<file path="src/rtl/spi_packet_tx_if.sv">
// Interface bundling the packet handshake and the SPI-side outputs of spi_packet_tx.
// WIDTH must equal NUM_TRACKS*PACKET_SIZE of the transmitter it is bound to.
interface spi_packet_tx_if #(
   parameter int WIDTH = 24
);
   logic [WIDTH-1:0] packet;
   logic             valid;
   logic             ready;
   logic             cs;
   logic             sck;
   logic             sdi;
   logic             done;

   // master: packet source and SPI observer; slave: the transmitter itself
   modport master (output packet, valid, input ready, cs, sck, sdi, done);
   modport slave  (input packet, valid, output ready, cs, sck, sdi, done);
endinterface

</file>
<file path="src/rtl/spi_packet_tx.sv">
// spi_packet_tx: serialises one NUM_TRACKS*PACKET_SIZE-bit packet per handshake
// onto sdi under frame strobe cs, with sck idle low and data stable while sck is high.
// Optional build macro SPI_TX_LSB_FIRST_EN: send bit 0 first instead of bit N-1.
// Handshake: a packet is taken at a posedge where valid && ready; ready is low for
// the whole frame plus the inter-frame gap, and packet/valid are ignored meanwhile.
module spi_packet_tx #(
   parameter int NUM_TRACKS  = 1,
   parameter int PACKET_SIZE = 24,
   parameter int SCK_DIV     = 2
) (
   input  logic           clk,
   input  logic           reset,
   spi_packet_tx_if.slave bus,
   output logic [2:0]     dbg_state
);
   localparam int N     = NUM_TRACKS * PACKET_SIZE;
   localparam int DIV_W = $clog2(SCK_DIV + 1);
   localparam int BIT_W = $clog2(N + 1);

   localparam logic [DIV_W-1:0] DIV_LOAD = DIV_W'(SCK_DIV - 1);
   localparam logic [DIV_W-1:0] DIV_ONE  = DIV_W'(1);
   localparam logic [BIT_W-1:0] BIT_LAST = BIT_W'(N);
   localparam logic [BIT_W-1:0] BIT_ONE  = BIT_W'(1);

   typedef enum logic [2:0] {
      IDLE = 3'd0,
      LO   = 3'd1,
      HI   = 3'd2,
      HOLD = 3'd3,
      GAP  = 3'd4
   } state_t;

   state_t           state_q, state_d;
   logic [DIV_W-1:0] div_q, div_d;
   logic [BIT_W-1:0] bit_q, bit_d, bit_inc;
   logic [N-1:0]     sh_q, sh_d, sh_next;
   logic             cs_q, cs_d;
   logic             sck_q, sck_d;
   logic             ready_q, ready_d;
   logic             done_q, done_d;

   // The outgoing bit always sits at the shift-register end, so sdi is a
   // register output that cannot be disturbed by packet changes mid-frame.
`ifdef SPI_TX_LSB_FIRST_EN
   assign sh_next = sh_q >> 1;
   assign bus.sdi = sh_q[0];
`else
   assign sh_next = sh_q << 1;
   assign bus.sdi = sh_q[N-1];
`endif

   assign bit_inc   = bit_q + BIT_ONE;
   assign bus.cs    = cs_q;
   assign bus.sck   = sck_q;
   assign bus.ready = ready_q;
   assign bus.done  = done_q;
   assign dbg_state = state_q;

   // Next-state and next-output logic; every phase lasts SCK_DIV cycles.
   always_comb begin
      state_d = state_q;
      div_d   = div_q;
      bit_d   = bit_q;
      sh_d    = sh_q;
      cs_d    = cs_q;
      sck_d   = sck_q;
      ready_d = ready_q;
      done_d  = 1'b0;
      case (state_q)
         IDLE: begin
            if (!ready_q) begin
               // first cycle after reset or after the gap
               ready_d = 1'b1;
            end else if (bus.valid) begin
               sh_d    = bus.packet;
               ready_d = 1'b0;
               cs_d    = 1'b1;
               bit_d   = '0;
               div_d   = DIV_LOAD;
               state_d = LO;
            end
         end
         LO: begin
            if (div_q == '0) begin
               sck_d   = 1'b1;
               div_d   = DIV_LOAD;
               state_d = HI;
            end else begin
               div_d = div_q - DIV_ONE;
            end
         end
         HI: begin
            if (div_q == '0) begin
               sck_d = 1'b0;
               div_d = DIV_LOAD;
               bit_d = bit_inc;
               if (bit_inc < BIT_LAST) begin
                  sh_d    = sh_next;
                  state_d = LO;
               end else begin
                  state_d = HOLD;
               end
            end else begin
               div_d = div_q - DIV_ONE;
            end
         end
         HOLD: begin
            if (div_q == '0) begin
               cs_d    = 1'b0;
               done_d  = 1'b1;
               div_d   = DIV_LOAD;
               state_d = GAP;
            end else begin
               div_d = div_q - DIV_ONE;
            end
         end
         GAP: begin
            if (div_q == '0) begin
               state_d = IDLE;
            end else begin
               div_d = div_q - DIV_ONE;
            end
         end
         default: begin
            state_d = IDLE;
         end
      endcase
   end

   // State and output registers; reset abandons any frame in progress.
   always_ff @(posedge clk or negedge reset) begin
      if (!reset) begin
         state_q <= IDLE;
         div_q   <= '0;
         bit_q   <= '0;
         sh_q    <= '0;
         cs_q    <= 1'b0;
         sck_q   <= 1'b0;
         ready_q <= 1'b0;
         done_q  <= 1'b0;
      end else begin
         state_q <= state_d;
         div_q   <= div_d;
         bit_q   <= bit_d;
         sh_q    <= sh_d;
         cs_q    <= cs_d;
         sck_q   <= sck_d;
         ready_q <= ready_d;
         done_q  <= done_d;
      end
   end
endmodule

</file>
<file path="src/flat_wrapper.sv">
// flat-port wrapper written by rule: the top's interface ports become plain ports
module spi_packet_tx_flat 
#(
   parameter int NUM_TRACKS  = 1,
   parameter int PACKET_SIZE = 24,
   parameter int SCK_DIV     = 2
)
  (clk, reset, dbg_state, bus_packet, bus_valid, bus_ready, bus_cs, bus_sck, bus_sdi, bus_done);
  spi_packet_tx_if #(.WIDTH(24)) bus_i ();
  input  logic clk;
  input  logic reset;
  output logic [2:0] dbg_state;
  input wire logic [$bits(bus_i.packet)-1:0] bus_packet;
  input wire logic [$bits(bus_i.valid)-1:0] bus_valid;
  output wire logic [$bits(bus_i.ready)-1:0] bus_ready;
  output wire logic [$bits(bus_i.cs)-1:0] bus_cs;
  output wire logic [$bits(bus_i.sck)-1:0] bus_sck;
  output wire logic [$bits(bus_i.sdi)-1:0] bus_sdi;
  output wire logic [$bits(bus_i.done)-1:0] bus_done;
  assign bus_i.packet = bus_packet;
  assign bus_i.valid = bus_valid;
  assign bus_ready = bus_i.ready;
  assign bus_cs = bus_i.cs;
  assign bus_sck = bus_i.sck;
  assign bus_sdi = bus_i.sdi;
  assign bus_done = bus_i.done;
  spi_packet_tx #(.NUM_TRACKS(NUM_TRACKS), .PACKET_SIZE(PACKET_SIZE), .SCK_DIV(SCK_DIV)) u_core (.clk(clk), .reset(reset), .bus(bus_i), .dbg_state(dbg_state));
endmodule
</file>
<file path="config.mk">
export PLATFORM = sky130hd
export DESIGN_NAME = spi_packet_tx_flat
export DESIGN_NICKNAME = d
export VERILOG_FILES = /design/src/rtl/spi_packet_tx_if.sv /design/src/rtl/spi_packet_tx.sv /design/src/flat_wrapper.sv
export SDC_FILE = /design/constraint.sdc
export NUM_CORES = 1
export LEC_CHECK = 0
export ABC_AREA = 1
export BUFFER_PORTS_ARGS = -buffer_cell sky130_fd_sc_hd__buf_2
export CAP_MARGIN = 15
export CELL_PAD_IN_SITES_DETAIL_PLACEMENT = 1
export CELL_PAD_IN_SITES_GLOBAL_PLACEMENT = 1
export CORE_ASPECT_RATIO = 0.6
export CORE_MARGIN = 4
export CORE_UTILIZATION = 43
export DETAILED_ROUTE_END_ITERATION = 10
export PLACE_DENSITY_LB_ADDON = 0.1
export SYNTH_ARGS = -nofsm -noshare
export SYNTH_HDL_FRONTEND = slang
export SYNTH_SLANG_ARGS = --single-unit
</file>
<file path="constraint.sdc">
create_clock -name clk -period 2.4 [get_ports clk]
set_clock_uncertainty 0.1 [all_clocks]
set_input_delay 0.36 -clock clk [delete_from_list [all_inputs] [get_ports clk]]
set_output_delay 0.36 -clock clk [all_outputs]
set_load 0.02 [all_outputs]
</file>
==> results of run 1 <==
[layer usage]
layer	GRT usage (%)	part of all wire, %	up-vias
met5	0	0	-
met4	5.79	1.2	0
met3	4.09	3.5	7
met2	30.3	44	23
met1	27.6	51	874
li1	-	-	927
[worst paths after layout]
kind / startpoint / to / slack (ns)
worst max-delay path: u_core.div_q[0]$_DFFE_PN0P_ / u_core.bit_q[2]$_DFFE_PN0P_ / 0.56
worst min-delay path: reset / u_core.dbg_state[2]$_DFFE_PN0P_ / 0.08
worst max register to register: u_core.div_q[0]$_DFFE_PN0P_ / u_core.bit_q[2]$_DFFE_PN0P_ / 0.56
worst min register to register: u_core.sh_q[23]$_DFFE_PN0P_ / u_core.sh_q[23]$_DFFE_PN0P_ / 0.37
max in group asynchronous: reset / u_core.sh_q[17]$_DFFE_PN0P_ / 1.56
min in group clk: bus_packet[0] / u_core.sh_q[0]$_DFFE_PN0P_ / 0.29
[logic make-up (layout without fill, tap and decap cells)]
kind of cell	Yosys count	after routing	synth area share, %
muxes	1	1	0.497
and+or+nand+nor	185	185	38.1
AOI/OAI and AO/OA	18	18	4.97
adders and majority gates	3	3	1.86
DFF	38	38	47.2
xor gates and xnor gates	1	1	0.435
buffers and inverters	29	63	6.90
[report_power, final]
part | internal, mW | switching [mW] | leakage (nW)
clock network | 0.309 | 0.256 | 0.0504
logic | 0.447 | 0.966 | 0.772
registers | 0.915 | 0.171 | 0.477
[through the flow]
stage / instance area [um2] / power (mW) / utilization, % / worst slack (ns)
6_report: 2320 / 3.06 / 54.0 / 0.557
3_5_place_dp: 2210 / 2.52 / 51.4 / 0.569
3_3_place_gp: 2210 / 2.46 / 51.4 / 0.546
4_1_cts: 2320 / 3.10 / 54.0 / 0.559
5_1_grt: 2320 / 3.36 / 54.0 / 0.422
2_1_floorplan: 2010 / 2.19 / - / 0.860
[cell usage after synthesis]
cell / count / area share (%)
xnor2_1: 1 / 0.44
nand4_1: 2 / 0.62
o21bai_1: 1 / 0.37
inv_2: 2 / 0.37
clkbuf_1: 1 / 0.19
a21oi_2: 1 / 0.44
inv_1: 16 / 3.0
buf_6: 2 / 1.1
nor2_4: 2 / 1.1
dfrtp_1: 38 / 47
nand2_1: 140 / 26
nand3_2: 1 / 0.50
buf_2: 6 / 1.5
buf_4: 2 / 0.75
nand3_1: 31 / 7.7
o21ai_0: 10 / 2.5
mux2i_1: 1 / 0.50
nand2_2: 3 / 0.93
o21ai_1: 2 / 0.50
a21oi_1: 3 / 0.75
o21ai_2: 1 / 0.44
ha_1: 3 / 1.9
nor2_1: 6 / 1.1
[sequential cells by signal, indices dropped and copies added, names as in the netlist]
signal            count
u_core.bit_q          5
u_core.bus.cs         1
u_core.bus.done       1
u_core.bus.ready      1
u_core.bus.sck        1
u_core.dbg_state      3
u_core.div_q          2
u_core.sh_q          24
[layout make-up]
class	count	share of cell area (%)
Tap cell	60	3.23
Multi-Input combinational cell	208	39.7
Sequential cell	38	40.9
Clock inverter	3	1.94
Clock buffer	5	2.96
Inverter	18	2.91
Timing Repair Buffer	37	8.29
[cell usage in the layout, fill, tap and decap left out, types with 2 or more instances in the layout]
cell type	instances
o21ai_1	2
nand2_2	3
clkbuf_8	5
inv_1	16
clkinvlp_4	2
ha_1	3
dfrtp_1	38
nand3_1	31
inv_2	2
buf_4	3
nor2_1	6
a21oi_1	3
o21ai_0	10
nand4_1	2
buf_2	34
nand2_1	140
nor2_4	2
[critical path, delay by kind of cell, from the launching register on]
family	cells	cell delay [ns]
simple gates	3	0.26
flops	1	0.40
compound gates	1	0.12
buf+inv	3	0.55
fa+ha+maj	1	0.30
==> results.py, run 1 <==
metrics = {
    "die": {
        "coreArea_um2": 4300,
        "io_pins": 35,
        "initial_core_util_pct": 46.8,
        "die_w_um": 96.3,
        "rows": 18,
        "die_area_um2": 5880,
        "die_h_um": 61,
    },
    "cts": {
        "clkLatencyLatePin_ns": 0.30,
        "cts_root_buf": "clkbuf_8",
        "numCtsBuffers": 5,
        "cts_resized": 0,
        "ctsHoldBuffers": 0,
        "cts_setup_buffers": 0,
        "h-tree-depth": 2,
        "cts_tree": "yes",
        "cts.sink_count": 38,
        "cts_max_path_buffers": 2,
        "path_clk_slew_ns": 0.08,
    },
    "finish": {
        "seq_area_um2": 951,
        "insertedDiodeCount": 0,
        "fill_cells": 583,
        "final_nets": 338,
        "multiInputGateArea_um2": 923,
        "area_growth_pct": 15.4,
        "drive_above_1_share_pct": 17.8,
        "finalNonFillerCells": 369,
    },
    "setup_path": {
        "crit_type": "flop to flop",
        "ff2ff_path_depth": 8,
        "critical_path_required_ns": 2.49,
        "cpPeakStageDelay_ns": 0.40,
        "path_max_fanout": 29,
        "crit_chain": "inv_1 -> ha_1 -> o21ai_2 -> nor2_4 -> buf_4 -> inv_1 -> nand2_1 -> nand2_1",
        "cp.arrival_ns": 1.93,
        "crit_path_end_kind": "flop",
        "critPathLaunchType": "flop",
        "critPathSlowestCell": "dfrtp_1",
    },
    "power": {
        "powerDensity_nw_per_um2": 1320,
        "peakVddDrop_mv": 0.621,
        "power_leakage_nw": 1.30,
    },
    "sta": {
        "hold_viol": 0,
        "fmax_mhz": 543,
        "final_max_slew_viol_count": 0,
        "tightest_slew_ns": 0.884,
        "rsz0062_at_grt": "false",
        "max_slew_margin_pct": 41.0,
        "fin_hold_ws_ns": 0.0764,
        "layout_min_cycle_time_ns": 1.84,
        "finalCritPeriodShare_pct": 76.8,
        "finalSetupTns_ns": 0,
        "setup_viol": 0,
    },
    "detailed_routing": {
        "drt_iter0_markers": 88,
        "routed_wl_mm": 5.11,
        "ant_nets": 0,
        "wl_per_cell_um": 13.9,
        "firstDrtPassIters": 4,
        "post-route-drc-count": 0,
        "vias": 1831,
        "avgViaCountPerCell": 4.96,
    },
    "logic_synthesis": {
        "syn_nets": 305,
        "syn_avg_cell_area_um2": 7.32,
        "yosys_warnings": 0,
        "synthCells": 275,
        "yosys.cell_types.count": 23,
        "ys_ff_latch": 38,
        "syn_area_um2": 2010,
        "seq_area_frac_synth_pct": 47.2,
    },
    "grt": {
        "track_usage_pct": 19.5,
        "antenna_found_initial": 0,
        "grt_pass1_wl_mm": 8.63,
        "grt_max_degree": 39,
        "grt_overflow": 0,
        "grt_pass1_vias": 1843,
    },
    "flow_run": {
        "drv_cap": 0,
    },
    "outcome": {
        "outcome": "finished, final reports clean",
    },
    "hold_path": {
        "hp-class": "primary input to asynchronous set/reset pin",
    },
    "place": {
        "place_inst": 361,
        "dp_hpwl_mm": 3.49,
        "gp_congestion": 0.859,
        "buffer_ports.inserted": 34,
    },
}
Note: power is estimated with default switching activity, not from simulation.
==> run 2, diff against run 1 <==
Settings changed: ABC_AREA 1 to 0, CORE_UTILIZATION 43 to 44.
Clock period 2.4 ns to 1.87 ns, I/O delays scaled along.
==> results.py, run 2 <==
metrics = {
    "outcome": {
        "outcome": "complete, but fails checks",
        "violations": "setup timing",
    },
    "sta": {
        "final_max_slew_viol_count": 0,
        "fin_hold_ws_ns": 0.170,
        "finalSetupTns_ns": -3.83,
        "fmax_mhz": 485,
        "layout_min_cycle_time_ns": 2.06,
        "fin_ws_ns": -0.192,
        "tightest_slew_ns": 0.275,
        "rsz0062_at_grt": "true",
        "hold_viol": 0,
        "finalCritPeriodShare_pct": 110,
        "max_slew_margin_pct": 81.6,
        "setup_viol": 23,
    },
    "setup_path": {
        "r2r_start": "u_core.bit_q[1]$_DFFE_PN0P_",
        "crit_family": "compound AO/OA/AOI/OAI gates",
        "cp.arrival_ns": 2.13,
        "crit_path_end_kind": "flop",
        "crit_type": "flop to flop",
        "cp_num_buf_inv": 2,
        "cpPeakStageDelay_ns": 0.39,
        "path_max_fanout": 12,
        "crit_chain": "ha_2 -> and3b_1 -> o221a_4 -> a211oi_4 -> buf_6 -> buf_12 -> mux2_2",
        "startpoint": "u_core.bit_q[1]$_DFFE_PN0P_",
        "critPathLaunchType": "flop",
        "critPathSlowestCell": "dfrtp_1",
        "critical_path_required_ns": 1.94,
    },
    "place": {
        "gp_congestion": 0.806,
        "dp_hpwl_mm": 3.50,
        "dp_slack_ns": -0.149,
        "buffer_ports.inserted": 34,
        "place_inst": 268,
        "place_area_um2": 2370,
    },
    "power": {
        "powerDensity_nw_per_um2": 1740,
        "peakVddDrop_mv": 0.867,
        "power_mw": 4.45,
        "power_leakage_nw": 1.17,
    },
    "die": {
        "rows": 18,
        "die_area_um2": 5650,
        "initial_core_util_pct": 46.8,
        "io_pins": 35,
        "coreArea_um2": 4210,
        "die_h_um": 59.8,
        "die_w_um": 94.4,
    },
    "cts": {
        "h-tree-depth": 2,
        "cts.sink_count": 38,
        "cts_root_buf": "clkbuf_8",
        "path_clk_slew_ns": 0.08,
        "numCtsBuffers": 5,
        "cts_tree": "yes",
        "clkLatencyLatePin_ns": 0.29,
        "cts_max_path_buffers": 2,
    },
    "finish": {
        "final_common_cell": "mux2_2",
        "multiInputGateArea_um2": 976,
        "seq_area_um2": 953,
        "area_growth_pct": 29.9,
        "final_nets": 251,
        "final_cell_mix": "mux2_2, dfrtp_1, buf_2",
        "drive_above_1_share_pct": 55.0,
        "finalNonFillerCells": 282,
        "postLayoutCoreUtil_pct": 60.8,
        "insertedDiodeCount": 0,
        "design_area_um2": 2560,
        "fill_cells": 457,
        "regMostFlops": "u_core.sh_q",
        "largest_reg_flops": 24,
    },
    "detailed_routing": {
        "drt_iter0_markers": 39,
        "routed_wl_mm": 4.94,
        "ant_nets": 0,
        "avgViaCountPerCell": 5.20,
        "post-route-drc-count": 0,
        "wl_per_cell_um": 17.5,
        "firstDrtPassIters": 4,
        "vias": 1467,
    },
    "grt": {
        "track_usage_pct": 18.0,
        "grt_pass1_wl_mm": 7.76,
        "grt_max_degree": 25,
        "grt_pass1_vias": 1590,
        "grt_overflow": 0,
        "antenna_found_initial": 0,
    },
    "flow_run": {
        "drv_cap": 0,
    },
    "logic_synthesis": {
        "synth_top_area_cell": "dfrtp_1",
        "synthCells": 161,
        "synth_top_cell_area_share_pct": 48.3,
        "synthFlopType": "dfrtp_1",
        "yosys_warnings": 0,
        "synth_common_cells": "mux2_2, dfrtp_1, nand2_1",
        "syn_nets": 191,
        "synth_async_sr_flop_share_pct": 100,
        "syn_avg_cell_area_um2": 12.2,
        "syn_area_um2": 1970,
        "ys_ff_latch": 38,
        "synth.most_common_cell": "mux2_2",
        "seq_area_frac_synth_pct": 48.3,
        "yosys.cell_types.count": 39,
        "synthTopCellsByArea": "dfrtp_1, mux2_2, ha_1",
        "synth_edf_count": 0,
    },
    "hold_path": {
        "hp-class": "primary input to flop",
        "hold_path.startpoint": "bus_packet[0]",
    },
}
## run 2: cell count changes in the layout (fill, tap and decap cells not counted), sizes merged, moves of 3 or more
cell    previous run  this run
clkbuf             5         8
nor2               8         5
inv               18         8
mux2               0        46
nand2            143         9
buf               37        60
nand3             32         4
o21ai             13         5
## run 2: what timing repair did
item                       CTS  global route
hold buffers                 1             0
gates cloned                 0             2
hold endpoints to repair    11             0
setup buffers                0             3
resized for setup            0             7
setup endpoints to repair   23            23
## run 2: power by group
part	leakage [nW]	switching (mW)	internal, mW	total [mW]
clock network	0.0482	0.289	0.298	0.587
logic	0.662	1.03	1.31	2.34
registers	0.459	0.283	1.24	1.52
## run 2: worst paths after layout
kind	depth (start not counted)	end	slack (ns)
hold reg to reg	1	u_core.sh_q[14]$_DFFE_PN0P_	0.41
setup / recovery	7	u_core.sh_q[11]$_DFFE_PN0P_	-0.19
max in group asynchronous	3	u_core.sh_q[1]$_DFFE_PN0P_	0.83
hold / removal	3	u_core.sh_q[0]$_DFFE_PN0P_	0.17
setup reg to reg	7	u_core.sh_q[11]$_DFFE_PN0P_	-0.19
min in group asynchronous	2	u_core.bus.ready$_DFFE_PN0P_	0.30
## run 2: tightest hold or removal path: stages
cell and delay, ns:
buf_2 0.10, nand3b_1 0.07, o22ai_1 0.07
## run 2: per-layer routing
metal	track usage [%]	routed length, um	vias up
li1	-	-	694
met1	23.8	2340	737
met2	30.6	2340	32
met3	4.53	230	4
met4	3.09	36	0
met5	0	0	-
## run 2: logic make-up (layout without fill, tap and decap cells)
kind of cell	after synthesis	count (layout)	synth area share, %
muxes	46	46	26.3
DFF	38	38	48.3
and+or+nand+nor	31	31	8.32
AOI/OAI and AO/OA	23	23	9.53
buffers and inverters	17	78	4.32
adders and majority gates	3	3	1.91
xor gates and xnor gates	3	3	1.33
## run 2: cell type report
class                      count  area share [%]
clock buffer                   7            3.37
clock inverter                 1           0.196
inverter                       8            1.17
multi-input combinational    106            38.1
sequential                    38            37.3
tap                           60            2.93
timing repair buffer          62            16.9
